`src/rtl/mem_iq_slot_array_pkg.sv`:
```
// ---------------------------------------------------------------------------
// falco_pkg
// Shared types and sizes for the memory issue queue.
//   mem_iq_entry_t : dispatched load/store micro-op as held in a slot
//   tag_woken()    : true when a source tag is the zero register or matches
//                    any valid writeback broadcast this cycle
// ---------------------------------------------------------------------------
package falco_pkg;

   localparam int MEM_IQ_NUM   = 8;
   localparam int MEM_IQ_WIDTH = 3;
   localparam int PRF_WIDTH    = 6;
   localparam int ROB_WIDTH    = 5;
   localparam int WB_PORTS     = 2;
   localparam int IMM_WIDTH    = 12;
   localparam int FUNC_WIDTH   = 4;

   typedef struct packed {
      logic [PRF_WIDTH-1:0]  rs1_tag;
      logic                  rs1_rdy;
      logic [PRF_WIDTH-1:0]  rs2_tag;
      logic                  rs2_rdy;
      logic                  is_store;
      logic [ROB_WIDTH-1:0]  rob_idx;
      logic [IMM_WIDTH-1:0]  imm;
      logic [FUNC_WIDTH-1:0] func;
   } mem_iq_entry_t;

   function automatic logic tag_woken(
      input logic [PRF_WIDTH-1:0]               tag,
      input logic [WB_PORTS-1:0]                wb_valid,
      input logic [WB_PORTS-1:0][PRF_WIDTH-1:0] wb_tag
   );
      logic hit;
      hit = (tag == '0);  // physical register 0 is hardwired zero
      for (int p = 0; p < WB_PORTS; p++) begin
         if (wb_valid[p] && (wb_tag[p] == tag)) hit = 1'b1;
      end
      return hit;
   endfunction

endpackage

```
`src/rtl/mem_iq_slot_array_free_slot_finder.sv`:
```
// ---------------------------------------------------------------------------
// mem_iq_free_slot_finder
// Lowest-index free-slot priority encoder over the slot valid vector.
//   valid    in  per-slot occupied bits
//   free_idx out lowest index with valid=0 (0 when none)
//   any_free out at least one slot is free
// ---------------------------------------------------------------------------
module mem_iq_free_slot_finder
   import falco_pkg::*;
(
   input  logic [MEM_IQ_NUM-1:0]   valid,
   output logic [MEM_IQ_WIDTH-1:0] free_idx,
   output logic                    any_free
);

   always_comb begin
      // NOTE: every output gets a default before the loop so no path leaves it
      // unassigned; otherwise synthesis infers a latch.
      free_idx = '0;
      any_free = 1'b0;
      // Walk downward so the lowest free index is the last one written.
      for (int i = MEM_IQ_NUM - 1; i >= 0; i--) begin
         if (!valid[i]) begin
            free_idx = MEM_IQ_WIDTH'(i);
            any_free = 1'b1;
         end
      end
   end

endmodule

```
`src/rtl/mem_iq_slot_array.sv`:
```
// ---------------------------------------------------------------------------
// mem_iq_slot_array
// 8-entry storage array of the memory issue queue. Captures dispatched
// load/store micro-ops, wakes their sources on writeback, exports a per-slot
// ready vector to the selector, and launches the granted slot into a
// registered issue latch for the AGU/LSU.
//
// Ports:
//   clk, rst              clock; synchronous active-high reset (beats flush)
//   flush                 drop every slot and the issue latch
//   disp_valid/ready/entry  dispatch handshake and micro-op
//   wb_valid, wb_tag      writeback wakeup broadcasts
//   issue_ready           per-slot selectable vector (registers only)
//   issue_lock            blocks selector grants (iss_stall | flush)
//   issue_slot_idx(_valid) grant from the selector
//   iss_valid, iss_entry  issue latch towards AGU/LSU
//   iss_stall             downstream back-pressure; holds the latch
//   iq_count              occupied slots, 0..8
//
// Build option: define MEM_IQ_SDA_GATE_EN to add input mem_sda_full, which
// masks stores out of issue_ready while the store-data buffer is full.
// ---------------------------------------------------------------------------
module mem_iq_slot_array
   import falco_pkg::*;
(
   input  logic                               clk,
   input  logic                               rst,
   input  logic                               flush,
   input  logic                               disp_valid,
   output logic                               disp_ready,
   input  mem_iq_entry_t                      disp_entry,
   input  logic [WB_PORTS-1:0]                wb_valid,
   input  logic [WB_PORTS-1:0][PRF_WIDTH-1:0] wb_tag,
   output logic [MEM_IQ_NUM-1:0]              issue_ready,
   output logic                               issue_lock,
   input  logic [MEM_IQ_WIDTH-1:0]            issue_slot_idx,
   input  logic                               issue_slot_idx_valid,
   output logic                               iss_valid,
   output mem_iq_entry_t                      iss_entry,
   input  logic                               iss_stall,
`ifdef MEM_IQ_SDA_GATE_EN
   input  logic                               mem_sda_full,
`endif
   output logic [3:0]                         iq_count
);

   logic [MEM_IQ_NUM-1:0]   valid;
   mem_iq_entry_t           slot [MEM_IQ_NUM];
   logic [MEM_IQ_WIDTH-1:0] free_idx;
   logic                    any_free;
   logic                    alloc;
   logic                    issue_fire;
   mem_iq_entry_t           disp_write;

   mem_iq_free_slot_finder u_free_slot_finder (
      .valid    (valid),
      .free_idx (free_idx),
      .any_free (any_free)
   );

   assign disp_ready = (iq_count != 4'(MEM_IQ_NUM)) & ~flush;
   assign alloc      = disp_valid & disp_ready & any_free;
   assign issue_lock = iss_stall | flush;

   // Grants to unselectable slots, or while the latch is held, are dropped.
   assign issue_fire = issue_slot_idx_valid & ~iss_stall & issue_ready[issue_slot_idx];

   always_comb begin
      issue_ready = '0;
      for (int i = 0; i < MEM_IQ_NUM; i++) begin
         issue_ready[i] = valid[i] & slot[i].rs1_rdy & slot[i].rs2_rdy;
`ifdef MEM_IQ_SDA_GATE_EN
         issue_ready[i] = issue_ready[i] & ~(slot[i].is_store & mem_sda_full);
`endif
      end
   end

   // Dispatch bypass: sources produced this very cycle enter already ready.
   always_comb begin
      disp_write         = disp_entry;
      disp_write.rs1_rdy = disp_entry.rs1_rdy | tag_woken(disp_entry.rs1_tag, wb_valid, wb_tag);
      disp_write.rs2_rdy = disp_entry.rs2_rdy | tag_woken(disp_entry.rs2_tag, wb_valid, wb_tag);
   end

   // NOTE: slot payloads carry no reset; they are only observed behind their
   // valid bit, which is reset, so a reset here would only add fan-out.
   always_ff @(posedge clk) begin
      for (int i = 0; i < MEM_IQ_NUM; i++) begin
         if (alloc && (free_idx == MEM_IQ_WIDTH'(i))) begin
            slot[i] <= disp_write;
         end else if (valid[i]) begin
            if (tag_woken(slot[i].rs1_tag, wb_valid, wb_tag)) slot[i].rs1_rdy <= 1'b1;
            if (tag_woken(slot[i].rs2_tag, wb_valid, wb_tag)) slot[i].rs2_rdy <= 1'b1;
         end
      end
   end

   always_ff @(posedge clk) begin
      // NOTE: state uses non-blocking assignments so every register samples
      // the pre-edge values, independent of statement order.
      if (rst || flush) begin
         valid     <= '0;
         iq_count  <= '0;
         iss_valid <= 1'b0;
         iss_entry <= '0;
      end else begin
         // The issued slot is still valid this cycle, so it can never be the
         // allocation target; both updates may safely coexist.
         if (issue_fire) valid[issue_slot_idx] <= 1'b0;
         if (alloc)      valid[free_idx]       <= 1'b1;
         iq_count <= iq_count + 4'(alloc) - 4'(issue_fire);

         if (issue_fire) begin
            iss_valid <= 1'b1;
            iss_entry <= slot[issue_slot_idx];
         end else if (!iss_stall) begin
            iss_valid <= 1'b0;
         end
      end
   end

   a_grant_legal: assert property (@(posedge clk) disable iff (rst)
      (issue_slot_idx_valid && !iss_stall && !flush) |-> issue_ready[issue_slot_idx]);

endmodule

```
`config.mk`:
```
export PLATFORM = sky130hd
export DESIGN_NAME = mem_iq_slot_array
export DESIGN_NICKNAME = d
export VERILOG_FILES = /design/src/rtl/mem_iq_slot_array_pkg.sv /design/src/rtl/mem_iq_slot_array_free_slot_finder.sv /design/src/rtl/mem_iq_slot_array.sv
export SDC_FILE = /design/constraint.sdc
export NUM_CORES = 1
export LEC_CHECK = 0
export BUFFER_PORTS_ARGS = -buffer_cell sky130_fd_sc_hd__buf_2
export CORE_MARGIN = 8
export CORE_UTILIZATION = 55
export DETAILED_ROUTE_END_ITERATION = 7
export PLACE_DENSITY = 0.74
export SETUP_SLACK_MARGIN = 0.4
export SLEW_MARGIN = 20
export SYNTH_ARGS = -nofsm -noshare
export SYNTH_HDL_FRONTEND = slang
export SYNTH_SLANG_ARGS = --single-unit
```
`constraint.sdc`:
```
create_clock -name clk -period 2.9 [get_ports clk]
set_input_delay 0.145 -clock clk [delete_from_list [all_inputs] [get_ports clk]]
set_output_delay 0.145 -clock clk [all_outputs]
set_load 0.01 [all_outputs]
```
==> results_dict.tcl <==
set metrics [dict create \
    floorplan_core_area_um2 28860 \
    layout-drive-gt1-share_pct 24.68 \
    gp_congestion 0.9264 \
    area_growth_pct 15.36 \
    wirelength_routed_um 45050 \
    avg_wl_per_cell_um 26.24 \
    critPathMaxFanout 3 \
    grt_first_pass_wirelength_um 68490 \
    worst_setup_path_start_kind "flip-flop" \
    post_synth_num_cell_types 67 \
    synth.top_cells.by_count "edfxtp_1, xnor2_1, xor2_1" \
    antenna_found_initial 0 \
    synth.net_count 1228 \
    dr.first_iter.drc_count 1314 \
    buffer_ports.inserted 109 \
    post-synth-top-area-fraction_pct 53.13 \
    synth-warning-count 0 \
    fp.dieH_um 187.4 \
    min_period_over_period_pct 85.13 \
    critical_path_class "reg -> reg" \
    setup.worst_path.end_class "flip-flop" \
    postSynthRegisterBits 337 \
    number_of_global_route_vias_before_repair 11121 \
    grt_overflow_total 0 \
    finalWorstPathRequiredPeriod_ps 2469 \
    tritoncts_clock_tree "built" \
    finClkSkew_ps 21.85 \
    async_reset_ff_share_pct 0 \
    fill_cells 2134 \
    total_power_uw 10710 \
    initial_core_util_pct 56.02 \
    dp_hpwl_um 28880 \
    synth_top_flop_cell "edfxtp_1" \
    fmax_mhz 405.0 \
    remaining_drc_errors 0 \
    grt_util_met3_pct 4.903 \
    fin_worst_hold_slack_ps 8.225 \
    cellPowerDensity_nw_per_um2 574.1 \
    clock_sinks 337 \
    worstHoldPathType "in -> reg" \
    drv_cap 0 \
    die_area_um2 35130 \
    clk_pin_slew_worst_paths_ps 60 \
    rsz0062_at_grt "true" \
    grt-busiest-layer "met2" \
    placed_cells_incl_taps 1622 \
    design.final.nets 1370 \
    timing_worst_slew_pin_value_ps 960.2 \
    synth.avg_cell_area_um2 13.90 \
    viasPerCell 6.358 \
    synth_most_common_cell "edfxtp_1" \
    cts_buffers 36 \
    detailedRoute.firstPassIterationCount 6 \
    worst_skew_pair.late_latency_ps 510 \
    globalRouteMet2Util_pct 41.38 \
    worstPathRequired_ps 3260 \
    netlist_area_um2 16170 \
    synth_top_cell_by_area "edfxtp_1" \
    grtUsageMet1_pct 32.62 \
    report.final.slew_viol_count 0 \
    die_w_um 187.4 \
    rr_worst_depth 12 \
    cts_root_buffer "clkbuf_16" \
    grt_max_degree 57 \
    placementRows 62 \
    report.final.hold_viol_count 0 \
    holdCritStartpoint "disp_entry[27]" \
    final-setup-viol-count 0 \
    internal_reg_to_reg_setup_slack_ps 430 \
    hold-path-endpoint "slot[4][27]" \
    clockBufferDepth 3 \
    worst_ir_drop_on_vdd_v 0.0004901 \
    insertedDiodeCount 0 \
    crit-reg2reg-launch "iq_count[2]" \
    outcome "finished clean" \
    finish.cell_count_without_fillers 1717 \
    ys_seq_area_share_pct 59.44 \
    relSlewSlack_pct 35.99 \
    finalCoreUtilization_pct 64.62 \
    detailroute.via_count 10916 \
    worst_hold_stages 1 \
    drtAntennaViolNets 0 \
    critical_path_arrival_ps 2830 \
    grt_util_all_layers_pct 25.26 \
    cts.htree.levels 2 \
    power_leakage_uw 0.006437 \
    syn-instance-count 1163 \
    timing.setup.tns_ps 0 \
    timing.rr.end "iq_count[1]" \
    floorplan.io_pins 110 \
    synth_edf_count 286 \
    netlist_top_cells_area "edfxtp_1, xnor2_1, dfxtp_1" \
]
-- timing repair --
| item | in CTS | in global routing |
|---|---|---|
| setup endpoints to repair | 3 | 54 |
| hold buffers | 25 | 0 |
| hold endpoints to repair | 188 | 0 |
| setup buffers | 1 | 3 |
| pin swaps | 1 | 5 |
| gates resized for setup | 8 | 6 |
-- state kept, by name (all words and copies together), names as in the netlist --
| signal | count |
|---|---|
| slot | 288 |
| iss_entry | 36 |
| valid | 8 |
| iq_count | 4 |
| iss_valid | 1 |
-- where the power goes --
group          switching, µW  total (µW)  internal (µW)
Combinational            565         922            357
Sequential              31.0        5330           5300
Clock                   1830        4450           2620
Total                   2430       10700           8280
-- how the worst max path moves through the flow --
stage / from / to / cells past startpoint / slack (ps)
3_5_place_dp: iq_count[2] / iq_count[2] / 13 / 250
3_3_place_gp: iq_count[2] / iq_count[2] / 13 / 380
4_1_cts: iq_count[2] / iq_count[1] / 12 / 410
2_1_floorplan: valid[7] / iq_count[2] / 14 / 400
6_report: iq_count[2] / iq_count[1] / 12 / 430
5_1_grt: iq_count[2] / iq_count[1] / 12 / 360
-- kinds of logic (layout without fill, tap and decap cells) --
kind of cell	Yosys count	count (layout)	synth area share (%)
flip-flops	337	337	59.44
AND/OR/NAND/NOR	219	219	7.585
XOR/XNOR	214	214	11.59
AO/OA/AOI/OAI	192	192	9.094
buffers and inverters	109	279	3.545
multiplexers	86	86	8.228
adder cells (fa/ha/maj)	6	6	0.5108
-- worst max-delay path: stages (launching register included) --
cell and delay (ps):
dfxtp_2 320, inv_2 50, ha_2 150, or3b_4 380
nor2b_4 150, and2_4 140, o21ai_2 60, ha_2 290
inv_2 70, ha_4 130, inv_2 30, fa_2 510
nor2_1 40
-- per-stage QoR --
stage	cell area, µm²	setup WS (ps)
2_1_floorplan	16200	403.3
5_1_grt	18650	362.1
6_report	18650	431.2
3_5_place_dp	17180	249.9
3_3_place_gp	17180	378.2
4_1_cts	18600	406.8
-- area by class of cell --
class                           count  area [µm²]  area share (%)
Clock inverter                     13       95.09          0.5099
Inverter                           30       120.1          0.6441
Timing Repair Buffer              183        1241           6.656
Sequential cell                   337        9612           51.54
Clock buffer                       53        1056           5.663
Tap cell                          384       480.5           2.576
Multi-Input combinational cell    717        6043           32.41
-- layout by cell type (no fill, tap or decap), types with 4 or more instances in the layout --
cell type,n
a211oi_1,6
a211oi_2,27
a21oi_1,54
a221o_1,6
a221oi_1,21
a22o_1,4
a22oi_1,9
and2_1,4
buf_12,6
buf_2,108
buf_4,44
clkbuf_1,9
clkbuf_16,37
clkbuf_8,7
clkinv_1,4
clkinv_2,5
dfxtp_1,49
dlygate4sd3_1,25
edfxtp_1,286
inv_1,24
inv_2,4
mux2_2,25
mux2i_1,26
mux4_2,35
nand2_1,33
nand2b_1,5
nand3_1,11
nand4_1,39
nor2_1,17
nor2b_1,4
nor3_1,36
nor4_1,32
o21ai_0,20
o22ai_1,4
o311ai_0,4
o31ai_1,11
or4_1,14
xnor2_1,120
xor2_1,94
-- metal layers --
metal	vias up	part of all wire, %
met5	-	0
met4	0	4.2
met3	111	8.7
met2	585	48
met1	5465	39
li1	4755	-
(Power assumes the default switching activity.)
